--- src/rtl/vga_sync_gen.sv ---
// VGA timing generator: registered column/row counters with zero-skew sync, active and frame-start decodes.
// Optional macro VGA_SYNC_FRAME_CNT_EN adds an 8-bit o_Frame_Count output.
module vga_sync_gen #(
  parameter int TOTAL_COLS    = 800,
  parameter int TOTAL_ROWS    = 525,
  parameter int ACTIVE_COLS   = 640,
  parameter int ACTIVE_ROWS   = 480,
  parameter int H_FRONT_PORCH = 16,
  parameter int H_SYNC_WIDTH  = 96,
  parameter int V_FRONT_PORCH = 10,
  parameter int V_SYNC_WIDTH  = 2
) (
  input  logic       i_Clk,
  input  logic       i_Rst_L,
  input  logic       i_Enable,
  output logic [9:0] o_Col_Count,
  output logic [9:0] o_Row_Count,
  output logic       o_HSync,
  output logic       o_VSync,
  output logic       o_Active,
  output logic       o_Frame_Start
`ifdef VGA_SYNC_FRAME_CNT_EN
  ,
  output logic [7:0] o_Frame_Count
`endif
);

  localparam logic [9:0] L_COL_MAX  = 10'(TOTAL_COLS - 1);
  localparam logic [9:0] L_ROW_MAX  = 10'(TOTAL_ROWS - 1);
  localparam logic [9:0] L_ACT_COLS = 10'(ACTIVE_COLS);
  localparam logic [9:0] L_ACT_ROWS = 10'(ACTIVE_ROWS);
  localparam logic [9:0] L_HS_START = 10'(ACTIVE_COLS + H_FRONT_PORCH);
  localparam logic [9:0] L_HS_END   = 10'(ACTIVE_COLS + H_FRONT_PORCH + H_SYNC_WIDTH);
  localparam logic [9:0] L_VS_START = 10'(ACTIVE_ROWS + V_FRONT_PORCH);
  localparam logic [9:0] L_VS_END   = 10'(ACTIVE_ROWS + V_FRONT_PORCH + V_SYNC_WIDTH);

  logic [9:0] r_Col;
  logic [9:0] r_Row;
  logic       r_HSync;
  logic       r_VSync;
  logic       r_Active;
  logic       r_Frame_Start;

  logic       w_Col_Wrap;
  logic       w_Row_Wrap;
  logic [9:0] w_Next_Col;
  logic [9:0] w_Next_Row;

  always_comb begin
    w_Col_Wrap = (r_Col == L_COL_MAX);
    w_Row_Wrap = (r_Row == L_ROW_MAX);
    w_Next_Col = w_Col_Wrap ? 10'd0 : r_Col + 10'd1;
    w_Next_Row = r_Row;
    if (w_Col_Wrap) begin
      w_Next_Row = w_Row_Wrap ? 10'd0 : r_Row + 10'd1;
    end
  end

  // Decodes are computed from the next position so they land in the same cycle as the counts.
  always_ff @(posedge i_Clk or negedge i_Rst_L) begin
    if (!i_Rst_L) begin
      r_Col         <= 10'd0;
      r_Row         <= 10'd0;
      r_HSync       <= 1'b1;
      r_VSync       <= 1'b1;
      r_Active      <= 1'b1;
      r_Frame_Start <= 1'b1;
    end else if (i_Enable) begin
      r_Col         <= w_Next_Col;
      r_Row         <= w_Next_Row;
      r_HSync       <= !((w_Next_Col >= L_HS_START) && (w_Next_Col < L_HS_END));
      r_VSync       <= !((w_Next_Row >= L_VS_START) && (w_Next_Row < L_VS_END));
      r_Active      <= (w_Next_Col < L_ACT_COLS) && (w_Next_Row < L_ACT_ROWS);
      r_Frame_Start <= (w_Next_Col == 10'd0) && (w_Next_Row == 10'd0);
    end
  end

`ifdef VGA_SYNC_FRAME_CNT_EN
  logic [7:0] r_Frame_Count;

  always_ff @(posedge i_Clk or negedge i_Rst_L) begin
    if (!i_Rst_L) begin
      r_Frame_Count <= 8'd0;
    end else if (i_Enable && w_Col_Wrap && w_Row_Wrap) begin
      r_Frame_Count <= r_Frame_Count + 8'd1;
    end
  end

  assign o_Frame_Count = r_Frame_Count;
`endif

  assign o_Col_Count   = r_Col;
  assign o_Row_Count   = r_Row;
  assign o_HSync       = r_HSync;
  assign o_VSync       = r_VSync;
  assign o_Active      = r_Active;
  assign o_Frame_Start = r_Frame_Start;

endmodule

--- config.mk ---
export PLATFORM = sky130hd
export DESIGN_NAME = vga_sync_gen
export DESIGN_NICKNAME = d
export VERILOG_FILES = /design/src/rtl/vga_sync_gen.sv
export SDC_FILE = /design/constraint.sdc
export NUM_CORES = 1
export LEC_CHECK = 0
export CAP_MARGIN = 0
export CORE_MARGIN = 3
export CORE_UTILIZATION = 58
export DETAILED_ROUTE_END_ITERATION = 16
export HOLD_SLACK_MARGIN = 0.02
export PLACE_DENSITY_LB_ADDON = 0.12
export SETUP_SLACK_MARGIN = 0.02
export SLEW_MARGIN = 5
export SYNTH_ARGS = -nofsm -noshare
export SYNTH_HDL_FRONTEND = slang
export SYNTH_SLANG_ARGS = --single-unit
--- constraint.sdc ---
create_clock -name i_Clk -period 5.2 [get_ports i_Clk]
set_input_delay 1.04 -clock i_Clk [delete_from_list [all_inputs] [get_ports i_Clk]]
set_output_delay 1.04 -clock i_Clk [all_outputs]
set_load 0.01 [all_outputs]
# ---- Yosys cells after proc, flatten, opt, wreduce, memory -nomap -nowiden
# Index checks and enable logic that the tools add are counted.
dict set report word_totals {
  reg_bits 24
  latchBits 0
  ramBits 0
  rom_bits 0
  inputBits 3
  output_inout_bits 24
  word_cells 27
  memories 0
}
dict set report op_classes {
  n_addsub 2
  n_mul 0
  n_div 0
  order_cmp 6
  eq_ne 2
  n_shift 0
  muxes 3
  bitwise 0
  n_reduce_logical 8
}
# op n
set ops {}
lappend ops {{10-bit 2-to-1 mux} 3}
lappend ops {{10-bit by 1-bit adder with 10-bit output, second input constant} 2}
lappend ops {{10-bit == test, second input constant} 2}
lappend ops {{10-bit logical NOT} 2}
lappend ops {{10-bit less-than comparator, second input constant} 2}
lappend ops {{10-bit by 9-bit less-than comparator with 1-bit output, second input constant} 2}
lappend ops {{10-bit >= comparator, second input constant} 1}
lappend ops {{10-bit by 9-bit >= comparator with 1-bit output, second input constant} 1}
lappend ops {{1-bit logical AND} 4}
lappend ops {{1-bit logical NOT} 2}

# ---- Longest topological paths before layout
dict set report depth {
  ltp_word 6
  ltp_mapped 8
  mapped_depth_nobuf 8
}

# ---- Least setup slack after synthesis
# OpenSTA, ideal clock, no wires.
dict set report synth_path {
  path_type {reg-to-reg}
  start {register r_Row[0] (netlist: o_Row_Count[0])}
  end {register r_Frame_Start (netlist: o_Frame_Start)}
  setup_ns 0.089
  arrival_ns 2.298
  required_ns 5.111
  setup_slack_ns 2.813
  stages_incl_launch_ff 9
  path_buffers 0
  synth_period_minus_slack_ns 2.387
  path_cell_list {dfrtp_1 inv_1 ha_1 or4b_4 nor2_2 o21bai_2 a31oi_1 or4b_1 o32ai_2}
}
dict set report synth_via {
  elab_chain_len 5
  elab_cells_between_ends 6
  classes_between {add/sub (1); eq/ne (1); mux (2); reduce/logical (2)}
}
# item line_no
set synth_lines {}
lappend synth_lines {{from (decl)} 38} ;# logic [9:0] r_Row;
lappend synth_lines {{from (signal assigned)} 70} ;# r_Row <= w_Next_Row;
lappend synth_lines {{10-bit by 1-bit adder with 10-bit output or 10-bit == test (tied branches)} {55, 51}}
lappend synth_lines {{10-bit 2-to-1 mux} 55} ;# w_Next_Row = w_Row_Wrap ? 10'd0 : r_Row + 10'd1;
lappend synth_lines {{10-bit 2-to-1 mux *} 54} ;# if (w_Col_Wrap) begin
lappend synth_lines {{10-bit logical NOT *} 74} ;# r_Frame_Start <= (w_Next_Col == 10'd0) && (w_Next_Row == 10'd0);
lappend synth_lines {{1-bit logical AND *} 74}
lappend synth_lines {{to (signal assigned)} 74}
lappend synth_lines {{to (decl)} 42} ;# logic r_Frame_Start;
# Every way passes the cells marked *; elsewhere a longest branch is shown, timed or not.
# A chain may end at the register's enable or synchronous reset.

==> reports/qor.csv <==
metric,value,unit
status,completed,
share of cells above drive strength 1,9.55,%
Final Max Tran Viols,0,
"Worst Path Class, Setup",primary input to register,
via count,1608,
Inserted Diodes,0,
yosys warns,0,
peak supply drop,247,uV
post-synthesis mux area share,3.17,%
max-cap viol count,0,
Synth Area in Adders,2.16,%
clk_lat worst skew,0.34,ns
num rows,19,
worst-path fanout max,22,
f_max,361,MHz
gpl congestion,0.929,
routed len/inst,16.3,um
initial drt markers,77,
"most common cell after layout, fill and taps aside",clkdlybuf4s50_1,
CP max-delay cell,clkdlybuf4s50_1,
CTS Sinks,24,
Fin Setup TNS,0,ns
Final ANT Viol Nets,0,
CTS Hold Bufs,0,
clock skew,0.0195,ns
Worst-Margin Slew,1.03,ns
vias in the first global route,1458,
"commonest cells after routing, fill and taps aside","clkdlybuf4s50_1, nor2_1, nand2_1",
main combinational cell family by area after synthesis,simple AND/OR/NAND/NOR gates,
total power,600,uW
Tmin final,2.77,ns
Initial Util,62.0,%
post-CTS setup-driven buffer insertion count,0,
Synth Area in XOR/XNOR,7.56,%
Final setup viols,0,
"slowest stage delay, CP",1.01,ns
Syn Nets,206,
Cells after Synth,200,
area growth from synthesis to layout,16.0,%
clock root buffer,clkbuf_4,
initial antenna violation count,0,
WL final,4090,um
RSZ-0062 raised after global routing,no,
fillcell total,226,
CTS tree,done,
number of flops mapped to enable cells by yosys,0,
Cell variety after synth,51,
"Req. time, crit path",5.46,ns
Nets,227,
CP cell instances,"clkdlybuf4s50_1, nand3_1, nor3_1, xor2_1",
Post-Synth Simple-Gate Area,30.1,%
largest net degree at the start of global routing,25,
cts repair resizes,0,
synthesized area per cell,8.69,um2
ys async rst share,100,%
DR vias/cell,6.41,
die area,3690,um2
Die W,60.7,um
die height,60.7,um
register area share after synthesis,34.8,%
post-synthesis compound-gate area fraction,16.2,%
dpl hpwl,3010,um
I/O pin count,27,
Post-Syn Area,1740,um2
buffers added on ports,26,
All-Layer GR Usage,24.7,%
first-pass GRT wire length,6830,um
Clock transition at path regs,0.16,ns
CTS Buffer Depth,2,
CTS Buf Count,3,
Core Region,2810,um2
prevailing post-synth register cell,dfrtp_1,
Hold/Removal Path Class,register to register,
Power Dens Cells,298,nW/um2
WP data arrival,3.03,ns
# DRC,0,
CP startpoint kind,primary input,
Tcrit/Tclk final,53.2,%
leak pwr,0.733,nW
final hold violations,0,
"Remaining Overflow, GRT",0,
H-tree depth,1,
Crit. End Element,register,
worst relative slew slack,30.9,%
first-pass iteration count of the detailed router,4,
synthesized flop and latch total,24,
-- where the power goes --
part | leakage, nW | switching, mW | internal (mW)
logic | 0.421 | 0.0801 | 0.0939
registers | 0.284 | 0.0733 | 0.211
clock network | 0.0279 | 0.0636 | 0.0781
total | 0.733 | 0.217 | 0.383
-- registers in the layout, summed over array words and instances (netlist names) --
register and count:
o_Row_Count 10, o_Col_Count 10, o_Frame_Start 1, o_Active 1, o_HSync 1, o_VSync 1
-- worst paths after layout --
kind	to	depth (start not counted)	start	slack (ns)
worst max-delay path	o_Row_Count[8]	4	i_Enable	2.43
worst min-delay path	o_Active	2	o_Active	0.49
worst max register to register	o_Frame_Start	6	o_Col_Count[3]	2.47
worst min register to register	o_Active	2	o_Active	0.49
max in group asynchronous	o_Row_Count[4]	1	i_Rst_L	3.32
min in group asynchronous	o_Col_Count[3]	1	i_Rst_L	1.24
-- critical path, delay by kind of cell --
kind / cells / cell delay, ns
buffers and inverters: 1 / 1.01
AND/OR/NAND/NOR: 2 / 0.81
XOR/XNOR: 1 / 0.16
-- through the flow --
| step | setup WS (ns) | hold slack, ns | cell area (um2) | util [%] | std cells |
|---|---|---|---|---|---|
| 2_1_floorplan | 2.81 | 0.481 | 1740 | - | 200 |
| 3_3_place_gp | 2.18 | 0.477 | 1960 | 70.0 | 247 |
| 3_5_place_dp | 2.11 | 0.467 | 1960 | 70.0 | 247 |
| 4_1_cts | 2.45 | 0.493 | 2020 | 71.9 | 251 |
| 5_1_grt | 2.28 | 0.538 | 2020 | 71.9 | 251 |
| 6_report | 2.43 | 0.494 | 2020 | 71.9 | 251 |
-- cell usage after synthesis (all sizes together) (2+ instances only) --
cell / count / share of area (%)
nor2: 22 / 4.9
inv: 8 / 1.7
dfstp: 4 / 6.0
o31ai: 4 / 1.7
xnor2: 11 / 5.5
a31oi: 3 / 1.1
nand3: 10 / 2.9
nand3b: 2 / 0.86
a311oi: 2 / 1.0
nand4b: 2 / 1.0
nor4: 3 / 1.9
or3: 5 / 1.8
o21a: 2 / 0.86
nand2: 21 / 4.5
and4: 4 / 2.0
o21ai: 8 / 2.3
clkbuf: 3 / 0.86
nand4: 6 / 2.2
ha: 3 / 2.2
and3: 2 / 0.72
nor3: 10 / 3.2
a21oi: 10 / 2.9
or4b: 2 / 1.4
xor2: 4 / 2.0
mux2: 4 / 2.6
buf: 7 / 3.4
dfrtp: 20 / 29
o41ai: 2 / 1.0
-- area by class of cell --
type / instances / area, um2 / area share, %
repair buffers: 26 / 260 / 12.9
clock inverters: 1 / 30.0 / 1.49
inverters: 8 / 30.0 / 1.49
flip-flops and latches: 24 / 606 / 30.0
clock buffers: 3 / 22.5 / 1.12
well taps: 31 / 38.8 / 1.92
multi-input cells: 158 / 1030 / 51.0
-- metal layers --
metal | up-vias | share of wire [%] | GRT usage [%]
li1 | 780 | - | -
met1 | 762 | 47 | 35.9
met2 | 61 | 46 | 37.4
met3 | 5 | 6.0 | 3.19
met4 | 0 | 1.4 | 9.29
met5 | - | 0 | 0
-- kinds of logic after synthesis --
kind of cell,count (synthesis)
AOI/OAI and AO/OA,40
xor gates and xnor gates,15
adders and majority gates,3
buffers and inverters,18
DFF,24
muxes,5
and+or+nand+nor,95
Note: power is estimated with default switching activity, not from simulation.
